File: src/rtl/sdram_copy_pkg.sv
// Shared types and constants for the SDRAM block copier.
package sdram_copy_pkg;

   typedef enum logic [2:0] {
      IDLE,
      LAUNCH,
      XFER,
      DRAIN,
      FINISH
   } state_e;

   localparam int unsigned WORD_BYTES = 4;
   localparam int unsigned WORD_SHIFT = $clog2(WORD_BYTES);

endpackage

File: src/rtl/copy_hold_reg.sv
// One-entry holding register between the read and write user buffers.
// A load (pop from the read side) always wins over an unload (push) in the same cycle.
module copy_hold_reg #(
   parameter int unsigned DATAWIDTH = 32
) (
   input  logic                 clk,
   input  logic                 reset,
   input  logic                 load,
   input  logic                 unload,
   input  logic [DATAWIDTH-1:0] load_data,
   output logic                 valid,
   output logic [DATAWIDTH-1:0] data
);

   logic                 valid_q, valid_d;
   logic [DATAWIDTH-1:0] data_q, data_d;

   always_comb begin
      valid_d = valid_q;
      data_d  = data_q;
      if (load) begin
         valid_d = 1'b1;
         data_d  = load_data;
      end else if (unload) begin
         valid_d = 1'b0;
      end
   end

   always_ff @(posedge clk) begin
      if (reset) begin
         valid_q <= 1'b0;
         data_q  <= '0;
      end else begin
         valid_q <= valid_d;
         data_q  <= data_d;
      end
   end

   assign valid = valid_q;
   assign data  = data_q;

endmodule

File: src/rtl/sdram_block_copier.sv
// Copy engine that streams words from the read master buffer to the write master
// buffer through a one-entry holding register, summing the copied data.
module sdram_block_copier
   import sdram_copy_pkg::*;
#(
   parameter int unsigned ADDRESSWIDTH = 8,
   parameter int unsigned DATAWIDTH    = 32
) (
   input  logic                    clk,
   input  logic                    reset,
   input  logic                    start,
   input  logic [ADDRESSWIDTH-1:0] src_base,
   input  logic [ADDRESSWIDTH-1:0] dst_base,
   input  logic [ADDRESSWIDTH-1:0] byte_len,
   output logic                    busy,
   output logic                    done,
   output logic [DATAWIDTH-1:0]    checksum,
   output logic [ADDRESSWIDTH-1:0] words_moved,
   output logic                    rd_fixed_location,
   output logic [ADDRESSWIDTH-1:0] rd_base,
   output logic [ADDRESSWIDTH-1:0] rd_length,
   output logic                    rd_go,
   input  logic                    rd_done,
   output logic                    rd_buffer,
   input  logic [DATAWIDTH-1:0]    rd_buffer_data,
   input  logic                    rd_data_available,
   output logic                    wr_fixed_location,
   output logic [ADDRESSWIDTH-1:0] wr_base,
   output logic [ADDRESSWIDTH-1:0] wr_length,
   output logic                    wr_go,
   input  logic                    wr_done,
   output logic                    wr_buffer,
   output logic [DATAWIDTH-1:0]    wr_buffer_data,
   input  logic                    wr_buffer_full
);

   localparam int unsigned AW = ADDRESSWIDTH;
   localparam int unsigned DW = DATAWIDTH;

   state_e          state_q, state_d;
   logic            busy_q, busy_d;
   logic            done_q, done_d;
   logic            go_q, go_d;
   logic            rd_seen_q, rd_seen_d;
   logic            wr_seen_q, wr_seen_d;
   logic [DW-1:0]   checksum_q, checksum_d;
   logic [AW-1:0]   words_q, words_d;
   logic [AW-1:0]   popped_q, popped_d;
   logic [AW-1:0]   total_q, total_d;
   logic [AW-1:0]   rd_base_q, rd_base_d;
   logic [AW-1:0]   wr_base_q, wr_base_d;
   logic [AW-1:0]   len_q, len_d;

   logic            hold_valid;
   logic [DW-1:0]   hold_data;
   logic            pop_c, push_c;
   logic [AW-1:0]   start_words;

   assign start_words = AW'(byte_len >> WORD_SHIFT);

   // Strobes are gated by reset so an abort drops them in the cycle it is sampled.
   assign push_c = (state_q == XFER) & hold_valid & ~wr_buffer_full & ~reset;
   assign pop_c  = (state_q == XFER) & rd_data_available & (~hold_valid | push_c)
                 & (popped_q < total_q) & ~reset;

   copy_hold_reg #(
      .DATAWIDTH (DW)
   ) u_hold (
      .clk       (clk),
      .reset     (reset),
      .load      (pop_c),
      .unload    (push_c),
      .load_data (rd_buffer_data),
      .valid     (hold_valid),
      .data      (hold_data)
   );

   always_comb begin
      state_d    = state_q;
      busy_d     = busy_q;
      done_d     = 1'b0;
      go_d       = 1'b0;
      rd_seen_d  = rd_seen_q;
      wr_seen_d  = wr_seen_q;
      checksum_d = checksum_q;
      words_d    = words_q;
      popped_d   = popped_q;
      total_d    = total_q;
      rd_base_d  = rd_base_q;
      wr_base_d  = wr_base_q;
      len_d      = len_q;

      if (pop_c) begin
         checksum_d = checksum_q + rd_buffer_data;
         popped_d   = popped_q + AW'(1);
      end
      if (push_c) begin
         words_d = words_q + AW'(1);
      end
      if (busy_q & rd_done) rd_seen_d = 1'b1;
      if (busy_q & wr_done) wr_seen_d = 1'b1;
      // busy stays up through the done cycle and drops right after it
      if (done_q) busy_d = 1'b0;

      case (state_q)
         IDLE: begin
            if (start & ~busy_q) begin
               rd_base_d  = src_base;
               wr_base_d  = dst_base;
               len_d      = byte_len & ~AW'(WORD_BYTES - 1);
               total_d    = start_words;
               checksum_d = '0;
               words_d    = '0;
               popped_d   = '0;
               rd_seen_d  = 1'b0;
               wr_seen_d  = 1'b0;
               busy_d     = 1'b1;
               if (start_words == '0) begin
                  state_d = FINISH;
               end else begin
                  state_d = LAUNCH;
                  go_d    = 1'b1;
               end
            end
         end
         LAUNCH: state_d = XFER;
         XFER: begin
            if (words_d == total_q) state_d = DRAIN;
         end
         DRAIN: begin
            if ((rd_seen_q | rd_done) & (wr_seen_q | wr_done)) state_d = FINISH;
         end
         FINISH: begin
            done_d  = 1'b1;
            state_d = IDLE;
         end
         default: state_d = IDLE;
      endcase
   end

   always_ff @(posedge clk) begin
      if (reset) begin
         state_q    <= IDLE;
         busy_q     <= 1'b0;
         done_q     <= 1'b0;
         go_q       <= 1'b0;
         rd_seen_q  <= 1'b0;
         wr_seen_q  <= 1'b0;
         checksum_q <= '0;
         words_q    <= '0;
         popped_q   <= '0;
         total_q    <= '0;
         rd_base_q  <= '0;
         wr_base_q  <= '0;
         len_q      <= '0;
      end else begin
         state_q    <= state_d;
         busy_q     <= busy_d;
         done_q     <= done_d;
         go_q       <= go_d;
         rd_seen_q  <= rd_seen_d;
         wr_seen_q  <= wr_seen_d;
         checksum_q <= checksum_d;
         words_q    <= words_d;
         popped_q   <= popped_d;
         total_q    <= total_d;
         rd_base_q  <= rd_base_d;
         wr_base_q  <= wr_base_d;
         len_q      <= len_d;
      end
   end

   assign busy              = busy_q;
   assign done              = done_q;
   assign checksum          = checksum_q;
   assign words_moved       = words_q;
   assign rd_fixed_location = 1'b0;
   assign wr_fixed_location = 1'b0;
   assign rd_base           = rd_base_q;
   assign wr_base           = wr_base_q;
   assign rd_length         = len_q;
   assign wr_length         = len_q;
   assign rd_go             = go_q;
   assign wr_go             = go_q;
   assign rd_buffer         = pop_c;
   assign wr_buffer         = push_c;
   assign wr_buffer_data    = hold_data;

endmodule

File: config.mk
export PLATFORM = sky130hd
export DESIGN_NAME = sdram_block_copier
export DESIGN_NICKNAME = d
export VERILOG_FILES = /design/src/rtl/sdram_copy_pkg.sv /design/src/rtl/copy_hold_reg.sv /design/src/rtl/sdram_block_copier.sv
export SDC_FILE = /design/constraint.sdc
export NUM_CORES = 1
export LEC_CHECK = 0
export BUFFER_PORTS_ARGS = -buffer_cell sky130_fd_sc_hd__buf_2
export CAP_MARGIN = 5
export CORE_MARGIN = 2
export CORE_UTILIZATION = 45
export DETAILED_ROUTE_END_ITERATION = 7
export GPL_TIMING_DRIVEN = 0
export PLACE_DENSITY_LB_ADDON = 0.05
export SYNTH_ARGS = -nofsm -noshare
export SYNTH_HDL_FRONTEND = slang
export SYNTH_SLANG_ARGS = --single-unit
File: constraint.sdc
create_clock -name clk -period 3.4 [get_ports clk]
set_input_delay 0.51 -clock clk [delete_from_list [all_inputs] [get_ports clk]]
set_output_delay 0.51 -clock clk [all_outputs]
set_load 0.01 [all_outputs]
After elaboration in Yosys (flattened, before gate mapping)
Index checks and enable logic that the tools add are counted.
W data, S select, Z words.

operators by class
  $lt $le $gt $ge = 1
  reductions and logical operators = 6
  add/sub/neg operators = 3
  equality and inequality tests = 8
  muxes and demuxes = 27
  bitwise gates (word level) = 20

operator list
  cell                   count
  $mux W32               3
  $mux W8                6
  $add A32 B32 Y32       1
  $add A8 B1 Y8 const B  2
  $mux W1                13
  $mux W3                4
  $pmux W3 S4            1
  $and A1 B1 Y1          11
  $eq A8 B6 Y1           1
  $logic_not A8 Y1       1
  $lt A8 B6 Y1           1
  $eq A3 B2 Y1 const B   2
  $not A1 Y1             6
  $ne A2 B2 Y1 const B   2
  $eq A3 B1 Y1 const B   1
  $eq A3 B3 Y1 const B   1
  $logic_not A3 Y1       1
  $or A1 B1 Y1           3
  $reduce_and A3 Y1      1
  $reduce_or A3 Y1       1
  $ne A2 B1 Y1 const B   1
  $reduce_and A2 Y1      1
  $reduce_bool A2 Y1     1

word-level totals
  input bits = 63
  output and inout bits = 112
  register bits after elaboration = 111

Longest topological paths before layout
Gate-level depths: netlist of the first run.

  word-level depth = 11
  gate-level depth with buffers = 11
  gate-level depth less buffers = 11

Hierarchy
A second synthesis of the first run with hierarchy kept.

second synthesis, totals
  cells, all modules = 712
  area total of the unflattened synthesis = 6,005.8 um^2

by module, submodules not included
  module              instances  seq. area each (um^2)  area each (um^2)  cells each
  sdram_block_copier  1          1,561.5                4,800.9           604
  copy_hold_reg       1          660.6                  1,204.9           108

Worst setup path before layout of the first run
Ideal clock, no wire load.

  path type = in2reg
  start point = input rd_buffer_data[0]
  end point = register checksum_q[28], in the netlist checksum[28]
  setup time = 127 ps
  data required time = 3,273 ps
  path buffers = 0
  data arrival time = 2,897 ps
  setup slack = 376 ps
  cell stages on the path = 11
  cells stage by stage = ha_1 > fa_1 > a21o_1 > a221oi_1 > o21ai_1 > a31o_2 > a41oi_2 > o31ai_1 > a21oi_1 > xor2_1 > o21ai_1

on the way
  word-level cells in the longest chain between the ends = 4

RTL lines
  what                  RTL line                   RTL
  from (decl)           sdram_block_copier.sv:25   input logic [DATAWIDTH-1:0] rd_buffer_data,
  $add A32 B32 Y32 *    sdram_block_copier.sv:94   checksum_d = checksum_q + rd_buffer_data;
  $mux W32 *            sdram_block_copier.sv:93   if (pop_c) begin
  $mux W32              sdram_block_copier.sv:107  if (start & ~busy_q) begin
  $mux W32 *            sdram_block_copier.sv:105  case (state_q)
  to (signal assigned)  sdram_block_copier.sv:163  checksum_q <= checksum_d;
  to (decl)             sdram_block_copier.sv:46   logic [DW-1:0] checksum_q, checksum_d;

Mark *: on every way between the ends. The rest lies on a longest branch, timed or not.
A chain may end at the register's enable or synchronous reset.

Final worst setup path of the first run
  start point = register checksum_q[0], in the netlist checksum[0]
  end point = register checksum_q[28], in the netlist checksum[28]

on the way
  word-level cells in the longest chain between the ends = 4

RTL lines
  what                RTL line
  $add A32 B32 Y32 *  sdram_block_copier.sv:94
  $mux W32 *          sdram_block_copier.sv:93
  $mux W32            sdram_block_copier.sv:107
  $mux W32 *          sdram_block_copier.sv:105

Marked as above.

==> flow_summary_export.csv, run 1 <==
group,metric,value,unit
layout,nFillCells,1281,
worst_setup_path,worstPathCellList,"ha_1, fa_1, a21o_1, a221oi_2, o21ai_1, a31o_2, a41oi_2, o31ai_1, a21oi_1, xor2_1, o21ai_1",
routing,wire_per_inst,15.6,microns
layout,antenna_cells,0,
layout,final_common_cell,"nand2_1",
grt,grt_max_degree,20,
timing,rsz0062_at_grt,"no",
routing,wl,17.4,mm
routing,drcViolationCount,0,
grt,grt_overflow,0,
place,post-dp-hpwl,13.6,mm
run,maxCapViolCount,0,
power_and_ir_drop,p_per_area,421,mW/mm^2
floorplanning,die_area,0.0142,sq mm
floorplanning,chipWidth,119,microns
timing,relSlewSlack,0.291,
routing,drt_iter0_markers,277,
worst_setup_path,start_kind,"flip-flop",
routing,dr.pass1.iters,4,
timing,fin_crit,3.20,ns
timing,max_slew.worst_pin.slew,1.05,ns
power_and_ir_drop,total_power,3090,uW
layout,final_cell_mix,"nand2_1 (174), buf_2 (165), a21oi_1 (116), dfxtp_1 (111), nor2_1 (47)",
yosys,async_reset_ff_frac,0,
routing,final_antenna_net_count,0,
yosys,syn_inst,760,
grt,grt_pass1_wl,27.7,mm
layout,fin_cells,1122,
cts,cts_sinks,111,
yosys,syn_avg_cell_area,7.83,sq um
cts,path_clk_slew,0.08,ns
cts,ctsHtreeMaxLevel,3,
grt,gr-usage-all-layers,0.244,
power_and_ir_drop,p_leak,0.00329,uW
worst_setup_path,crit_path_max_fanout,4,
worst_setup_path,worstPathRequired,3.63,ns
worst_setup_path,endpoint_kind,"flip-flop",
floorplanning,die_height,119,microns
layout,area_growth,23.1,%
worst_setup_path,crit_arrival,3.44,ns
worst_setup_path,slowest_stage,"fa_1",
worst_setup_path,critical-path-max-stage-delay,0.41,ns
yosys,synth_flop_cell,"dfxtp_1",
cts,cts.path.max_buffers,2,
timing,fmax,312,MHz
layout,num-nets-final,1043,
floorplanning,io_pins,175,
grt,grt_pass1_vias,5635,
cts,numCtsBuffers,9,
grt,antenna_found_initial,0,
yosys,ys_types,57,
min_path,min_path_type,"in2reg",
timing,hold_violations,0,
timing,slew_violations,0,
floorplanning,start_util,0.455,
worst_setup_path,cp_common_cell,"o21ai_1",
yosys,synth_edf_count,0,
cts,insertion_delay,0.36,ns
run_status,status,"completed",
yosys,synth_warnings,0,
cts,cts_tree,"yes",
cts,cts-root-buf,"clkbuf_16",
yosys,ys_seq_area_frac,0.373,
timing,finalCritPeriodShare,0.942,
yosys,synth_area,0.00595,sq mm
power_and_ir_drop,vdd_drop_max,0.231,mV
timing,finalSetupViolCount,0,
timing,fin_tns_setup,0,ns
place,gp_congestion,0.867,
timing,skew,0.00752,ns
floorplanning,fp-row-count,42,
layout,drive_gt1_frac,0.224,
place,placed_cells,1106,
worst_setup_path,crit_type,"reg2reg",
routing,viasPerCell,5.27,
routing,vias,5914,
cts,postCtsSetupBuffers,0,
place,port_buffers,165,
yosys,synth_seq_cells,111,
floorplanning,core_region_area,0.0131,sq mm
## logic make-up after synthesis
kind of cell / count (synthesis) / synth area share
buffers and inverters: 60 / 0.0492
other: 1 / 0.000630
xor gates and xnor gates: 45 / 0.0687
adders and majority gates: 39 / 0.0832
muxes: 3 / 0.00504
AOI/OAI and AO/OA: 197 / 0.193
and+or+nand+nor: 304 / 0.227
DFF: 111 / 0.373
## sequential cells by signal (all words and copies together) (netlist names), 3 cells and up
name	flops
rd_base	8
checksum	32
wr_base	8
u_hold.data	32
popped_q	8
total_q	6
words_moved	8
state_q	3
## Yosys cell counts (4+ instances only)
cell / count / area share
and3_1: 7 / 0.0074
o21ai_0: 22 / 0.018
o21bai_1: 4 / 0.0050
nand4_1: 13 / 0.014
o31ai_1: 6 / 0.0076
buf_1: 4 / 0.0025
nor3_1: 12 / 0.010
xor2_1: 15 / 0.022
nand2b_1: 5 / 0.0053
inv_1: 10 / 0.0063
a21o_1: 14 / 0.018
a21oi_1: 116 / 0.098
clkbuf_1: 30 / 0.019
nor4_1: 8 / 0.0084
nand3_1: 18 / 0.015
nor2_1: 47 / 0.030
and2_1: 4 / 0.0042
o21ai_1: 4 / 0.0034
a311oi_1: 4 / 0.0059
nand2_1: 174 / 0.11
xnor2_1: 28 / 0.041
dfxtp_1: 111 / 0.37
buf_4: 14 / 0.018
o21a_1: 5 / 0.0063
ha_1: 38 / 0.080
## critical path, delay by kind of cell (launching register included)
kind / cells / cell delay [ns]
XOR/XNOR: 1 / 0.16
adder cells (fa/ha/maj): 2 / 0.64
AO/OA/AOI/OAI: 8 / 1.94
flip-flops: 1 / 0.33
## through the flow
stage	hold slack [ns]	utilization	area [sq um]	setup WS [ns]
after floorplan	0.422	-	5970	0.376
after global placement	0.434	0.536	7020	-0.253
after detailed placement	0.442	0.536	7020	-0.226
after CTS	0.376	0.559	7320	0.0426
after global routing	0.384	0.560	7330	0.00361
final	0.383	0.560	7330	0.196
## report_power, final
part | switching [uW] | internal [uW]
clock | 518 | 582
combinational | 362 | 222
sequential | 46.1 | 1360
## worst paths after layout
check / startpoint / to / slack (ns) / cells past startpoint
worst max-delay path: checksum[0] / checksum[28] / 0.20 / 11
worst min-delay path: src_base[3] / rd_base[3] / 0.38 / 3
worst max register to register: checksum[0] / checksum[28] / 0.20 / 11
worst min register to register: u_hold.data[20] / u_hold.data[20] / 0.45 / 2
## area by class of cell
cell class                      count  area (sq um)  area share
Tap cell                          176           220      0.0300
Clock buffer                        9           225      0.0307
Buffer                             50           259      0.0353
Timing Repair Buffer              165           826       0.113
Multi-Input combinational cell    594          3460       0.472
Sequential cell                   111          2220       0.303
Inverter                           10          37.5     0.00512
Clock inverter                      7          77.6      0.0106
## timing repair
item	4_1_cts	5_1_grt
setup endpoints to repair	0	23
gates resized for setup	0	4
hold buffers	0	0
## per-layer routing
metal | GRT usage | wire (microns)
met5 | 0 | 0
met1 | 0.323 | 8190
met4 | 0.0744 | 250
met3 | 0.0402 | 844
met2 | 0.408 | 8160
No activity file was read; power rests on OpenSTA's default activity.
==> run 2: changes to the inputs <==
--- a/config.mk
+++ b/config.mk
@@ -7,10 +7,10 @@
 export LEC_CHECK = 0
 export BUFFER_PORTS_ARGS = -buffer_cell sky130_fd_sc_hd__buf_2
 export CAP_MARGIN = 5
+export CORE_ASPECT_RATIO = 1.2
 export CORE_MARGIN = 2
 export CORE_UTILIZATION = 45
 export DETAILED_ROUTE_END_ITERATION = 7
-export GPL_TIMING_DRIVEN = 0
 export PLACE_DENSITY_LB_ADDON = 0.05
 export SYNTH_ARGS = -nofsm -noshare
 export SYNTH_HDL_FRONTEND = slang
==> constraint.sdc (replaced) <==
create_clock -name clk -period 3.4 [get_ports clk]
set_input_delay 0.34 -clock clk [delete_from_list [all_inputs] [get_ports clk]]
set_output_delay 0.34 -clock clk [all_outputs]
set_load 0.01 [all_outputs]
==> run 2 against run 1 <==
Sequential share of layout area increased by 0.78 points. Wire length decreased by 9.8%. Final cell count decreased by 4.0%. Clock skew about the same. Die area about the same. Combinational power decreased by 5.5%. First-iteration DRC count decreased by 18%. Design area decreased by 2.5%. Non-clock buffer count decreased by 37.
==> flow_summary_export.csv, run 2 (same netlist as run 1, synthesis figures left out) <==
group,metric,value,unit
place,post-dp-hpwl,11.7,mm
timing,fin_tns_setup,0,ns
cts,ctsHtreeMaxLevel,3,
worst_setup_path,worstPathRequired,3.62,ns
worst_setup_path,start_kind,"flip-flop",
routing,viasPerCell,5.35,
layout,fin_area,0.00715,sq mm
timing,fin_crit,3.13,ns
routing,final_antenna_net_count,0,
timing,max_slew.worst_pin.slew,0.698,ns
layout,num-nets-final,1006,
layout,seqCellArea,0.00222,sq mm
power_and_ir_drop,p_leak,0.00320,uW
floorplanning,die_area,0.0142,sq mm
run,maxCapViolCount,0,
grt,antenna_found_initial,1,
grt,grt_pass1_vias,5391,
timing,finalCritPeriodShare,0.921,
worst_setup_path,crit_arrival,3.35,ns
cts,path_clk_slew,0.08,ns
floorplanning,die_height,130,microns
cts,cts.path.max_buffers,2,
layout,final_cell_mix,"nand2_1 (174), buf_2 (166), a21oi_1 (116), dfxtp_1 (111), nor2_1 (47)",
min_path,min_path_type,"in2reg",
cts,postCtsSetupBuffers,0,
power_and_ir_drop,p_per_area,415,mW/mm^2
cts,cts-resized-gates,0,
floorplanning,chipWidth,109,microns
routing,drcViolationCount,0,
cts,hold_buffers,0,
timing,finalSetupViolCount,0,
cts,insertion_delay,0.36,ns
layout,multi_input_area,0.00348,sq mm
layout,fin_cells,1077,
floorplanning,io_pins,175,
routing,dr.pass1.iters,4,
layout,final_common_cell,"nand2_1",
timing,slew_violations,0,
worst_setup_path,crit_type,"reg2reg",
worst_setup_path,rr_worst_depth,12,
grt,grt_overflow,0,
cts,cts_sinks,111,
cts,cts_tree,"yes",
layout,drive_gt1_frac,0.229,
layout,antenna_cells,0,
place,place_area,0.00687,sq mm
min_path,min-delay-start,"dst_base[6]",
worst_setup_path,endpoint_kind,"flip-flop",
cts,numCtsBuffers,9,
timing,rsz0062_at_grt,"no",
timing,relSlewSlack,0.535,
timing,hold_violations,0,
routing,vias,5767,
min_path,worstHoldPathCells,3,
run_status,status,"completed",
routing,drt_iter0_markers,228,
grt,grt_pass1_wl,25.2,mm
layout,nFillCells,1280,
place,gp_congestion,0.912,
min_path,holdPathEnd,"wr_base[6]",
grt,grt_max_degree,64,
timing,skew,0.00739,ns
routing,wl,15.7,mm
worst_setup_path,r2r-start,"checksum[0]",
layout,area_growth,20.1,%
cts,cts-root-buf,"clkbuf_16",
place,placed_cells,1061,
floorplanning,fp-row-count,46,
worst_setup_path,crit_path_max_fanout,4,
timing,hold_ws,0.207,ns
power_and_ir_drop,vdd_drop_max,0.298,mV
routing,wire_per_inst,14.6,microns
floorplanning,start_util,0.456,
place,port_buffers,166,
floorplanning,core_region_area,0.0131,sq mm
timing,fmax,319,MHz
grt,gr-usage-all-layers,0.225,
power_and_ir_drop,total_power,2970,uW
worst_setup_path,r2r-end,"checksum[28]",
worst_setup_path,r2r_slack,0.27,ns
## run 2: how the worst max path moves through the flow
stage	from	to	slack, ns	cells past startpoint
6_report	checksum[0]	checksum[28]	0.27	12
3_3_place_gp	rd_buffer_data[0]	checksum[28]	0.23	13
5_1_grt	total_q[1]	rd_buffer	0.1	9
4_1_cts	total_q[1]	rd_buffer	0.25	9
2_1_floorplan	checksum[0]	checksum[28]	0.51	11
3_5_place_dp	rd_buffer_data[0]	checksum[28]	0.20	13
## run 2: stage by stage
step	setup WS [ns]	util
after floorplan	0.514	-
after global placement	0.227	0.526
after detailed placement	0.199	0.526
after CTS	0.253	0.547
after global routing	0.0978	0.547
final	0.268	0.547
## run 2: routing by layer
metal	track usage	vias up	share of wire
li1	-	2903	-
met5	0	-	0.00083
met4	0.0935	2	0.015
met2	0.392	164	0.49
met3	0.0460	17	0.067
met1	0.267	2681	0.42
## run 2: worst max-delay path, cell delays in order (launching register included)
cell and delay [ns]:
dfxtp_1 0.33, ha_1 0.22, fa_1 0.41, a21o_1 0.19, a221oi_1 0.30, buf_4 0.19
o21ai_1 0.14, a31o_2 0.31, a41oi_2 0.33, o31ai_1 0.14, a21oi_1 0.18, xor2_1 0.17
o21ai_1 0.08
## run 2: area by class of cell
cell class,instances,share of cell area
Clock buffer,9,0.0315
Tap cell,168,0.0294
Sequential cell,111,0.311
Inverter,10,0.00525
Multi-Input combinational cell,594,0.487
Clock inverter,7,0.00683
Timing Repair Buffer,178,0.129
## run 2: report_power, final
part / total (uW) / switching [uW] / internal, uW
Combinational: 551 / 341 / 210
Clock: 1010 / 509 / 499
Sequential: 1410 / 51.4 / 1360
==> run 3: changes to the inputs <==
--- a/config.mk
+++ b/config.mk
@@ -10,6 +10,7 @@
 export CORE_ASPECT_RATIO = 1.2
 export CORE_MARGIN = 2
 export CORE_UTILIZATION = 45
+export CTS_BUF_LIST = sky130_fd_sc_hd__clkbuf_8
 export DETAILED_ROUTE_END_ITERATION = 7
 export PLACE_DENSITY_LB_ADDON = 0.05
 export SYNTH_ARGS = -nofsm -noshare
==> run 3 against run 2 <==
Wire length about the same. First-iteration DRC count down 14%. Total power down 8.8%. Clock skew increased by 0.0028 ns. Clock-buffer cell count stayed put.
==> flow_summary_export.csv, run 3 (same netlist as run 1, synthesis figures left out) <==
group,metric,value,unit
cts,cts-root-buf,"clkbuf_8",
worst_setup_path,worstPathCellList,"ha_1, fa_1, a21o_1, a221oi_1, buf_4, o21ai_1, a31o_2, a41oi_2, o31ai_1, a21oi_1, xor2_1, o21ai_1",
grt,antenna_found_initial,0,
floorplanning,io_pins,175,
routing,dr.pass1.iters,4,
grt,grt_overflow,0,
power_and_ir_drop,p_per_area,384,mW/mm^2
layout,fin_cells,1077,
layout,nFillCells,1295,
timing,slew_violations,0,
timing,fmax,316,MHz
routing,drcViolationCount,0,
routing,wire_per_inst,14.6,microns
cts,path_clk_slew,0.11,ns
timing,fin_crit,3.17,ns
timing,max_slew.worst_pin.slew,0.706,ns
cts,numCtsBuffers,9,
worst_setup_path,critical-path-max-stage-delay,0.41,ns
worst_setup_path,endpoint_kind,"flip-flop",
worst_setup_path,start_kind,"flip-flop",
cts,postCtsSetupBuffers,0,
cts,cts.path.max_buffers,2,
layout,num-nets-final,1006,
routing,final_antenna_net_count,0,
place,port_buffers,166,
worst_setup_path,rr_worst_depth,12,
worst_setup_path,slowest_stage,"fa_1",
power_and_ir_drop,total_power,2710,uW
timing,hold_violations,0,
cts,ctsHtreeMaxLevel,3,
routing,vias,5765,
layout,drive_gt1_frac,0.229,
timing,worst_slack,0.231,ns
timing,skew,0.0102,ns
cts,cts-resized-gates,0,
cts,hold_buffers,0,
worst_setup_path,cp_common_cell,"o21ai_1",
routing,viasPerCell,5.35,
layout,multi_input_area,0.00348,sq mm
place,placed_cells,1061,
floorplanning,core_region_area,0.0131,sq mm
worst_setup_path,r2r_slack,0.23,ns
floorplanning,die_height,130,microns
grt,grt_max_degree,64,
worst_setup_path,crit_arrival,3.42,ns
timing,hold_ws,0.170,ns
grt,grt_pass1_vias,5380,
worst_setup_path,r2r-start,"checksum[0]",
routing,drt_iter0_markers,196,
grt,grt_pass1_wl,25.1,mm
run,maxCapViolCount,0,
cts,insertion_delay,0.39,ns
run_status,status,"completed",
worst_setup_path,crit_path_max_fanout,4,
worst_setup_path,worstPathRequired,3.65,ns
floorplanning,die_area,0.0142,sq mm
floorplanning,fp-row-count,46,
floorplanning,start_util,0.456,
timing,finalSetupViolCount,0,
power_and_ir_drop,p_leak,0.00315,uW
cts,cts_sinks,111,
place,post-dp-hpwl,11.7,mm
timing,relSlewSlack,0.529,
layout,antenna_cells,0,
worst_setup_path,cp-endpoint,"checksum[28]",
min_path,min_path_type,"in2reg",
worst_setup_path,r2r-end,"checksum[28]",
floorplanning,chipWidth,109,microns
timing,rsz0062_at_grt,"no",
cts,cts_tree,"yes",
place,post-place-ws,0.199,ns
routing,wl,15.7,mm
layout,final_cell_mix,"nand2_1 (174), buf_2 (166), a21oi_1 (116), dfxtp_1 (111), nor2_1 (47)",
place,gp_congestion,0.912,
layout,seqCellArea,0.00222,sq mm
grt,gr-usage-all-layers,0.224,
power_and_ir_drop,vdd_drop_max,0.275,mV
worst_setup_path,crit_type,"reg2reg",
worst_setup_path,startpoint,"checksum[0]",
layout,area_growth,18.3,%
timing,finalCritPeriodShare,0.932,
timing,fin_tns_setup,0,ns
layout,final_common_cell,"nand2_1",
-- run 3: cell counts in the layout (fill, tap and decap cells not counted) --
Identical to the previous run, type by type.
-- run 3: layer usage --
metal | track usage | vias up | wire (microns)
met5 | 0 | - | 0
met3 | 0.0415 | 21 | 943
met1 | 0.267 | 2687 | 6770
met4 | 0.0890 | 0 | 322
li1 | - | 2907 | -
met2 | 0.394 | 150 | 7690
-- run 3: worst min path at each step --
| stage | start | to | slack [ns] | cells after the start |
|---|---|---|---|---|
| floorplan | popped_q[7] | popped_q[7] | 0.42 | 1 |
| global placement | u_hold.data[13] | u_hold.data[13] | 0.43 | 2 |
| detailed placement | popped_q[7] | popped_q[7] | 0.44 | 1 |
| CTS | dst_base[6] | wr_base[6] | 0.15 | 3 |
| global route | dst_base[6] | wr_base[6] | 0.16 | 3 |
| finish | src_base[4] | rd_base[4] | 0.17 | 3 |
-- run 3: cell type report --
| class | count | area share |
|---|---|---|
| multi-input combinational | 594 | 0.494 |
| sequential | 111 | 0.315 |
| timing repair buffer | 178 | 0.131 |
| tap | 168 | 0.0298 |
| clock buffer | 9 | 0.0176 |
| clock inverter | 7 | 0.00693 |
| inverter | 10 | 0.00533 |
-- run 3: critical path, delay by kind of cell (launching register included) --
kind / cells / cell delay [ns]
adders and majority gates: 2 / 0.63
DFF: 1 / 0.34
xor gates and xnor gates: 1 / 0.17
AOI/OAI and AO/OA: 8 / 1.71
buffers and inverters: 1 / 0.19
-- run 3: through the flow --
step | area [sq um] | util
final | 7050 | 0.539
after global routing | 7050 | 0.539
after CTS | 7050 | 0.539
after detailed placement | 6870 | 0.526
after global placement | 6870 | 0.526
after floorplan | 5970 | -
-- run 3: where the power goes --
group	switching (uW)	internal [uW]	total, uW
Combinational	342	210	552
Clock	475	268	744
Sequential	51.5	1360	1410
Total	869	1840	2710
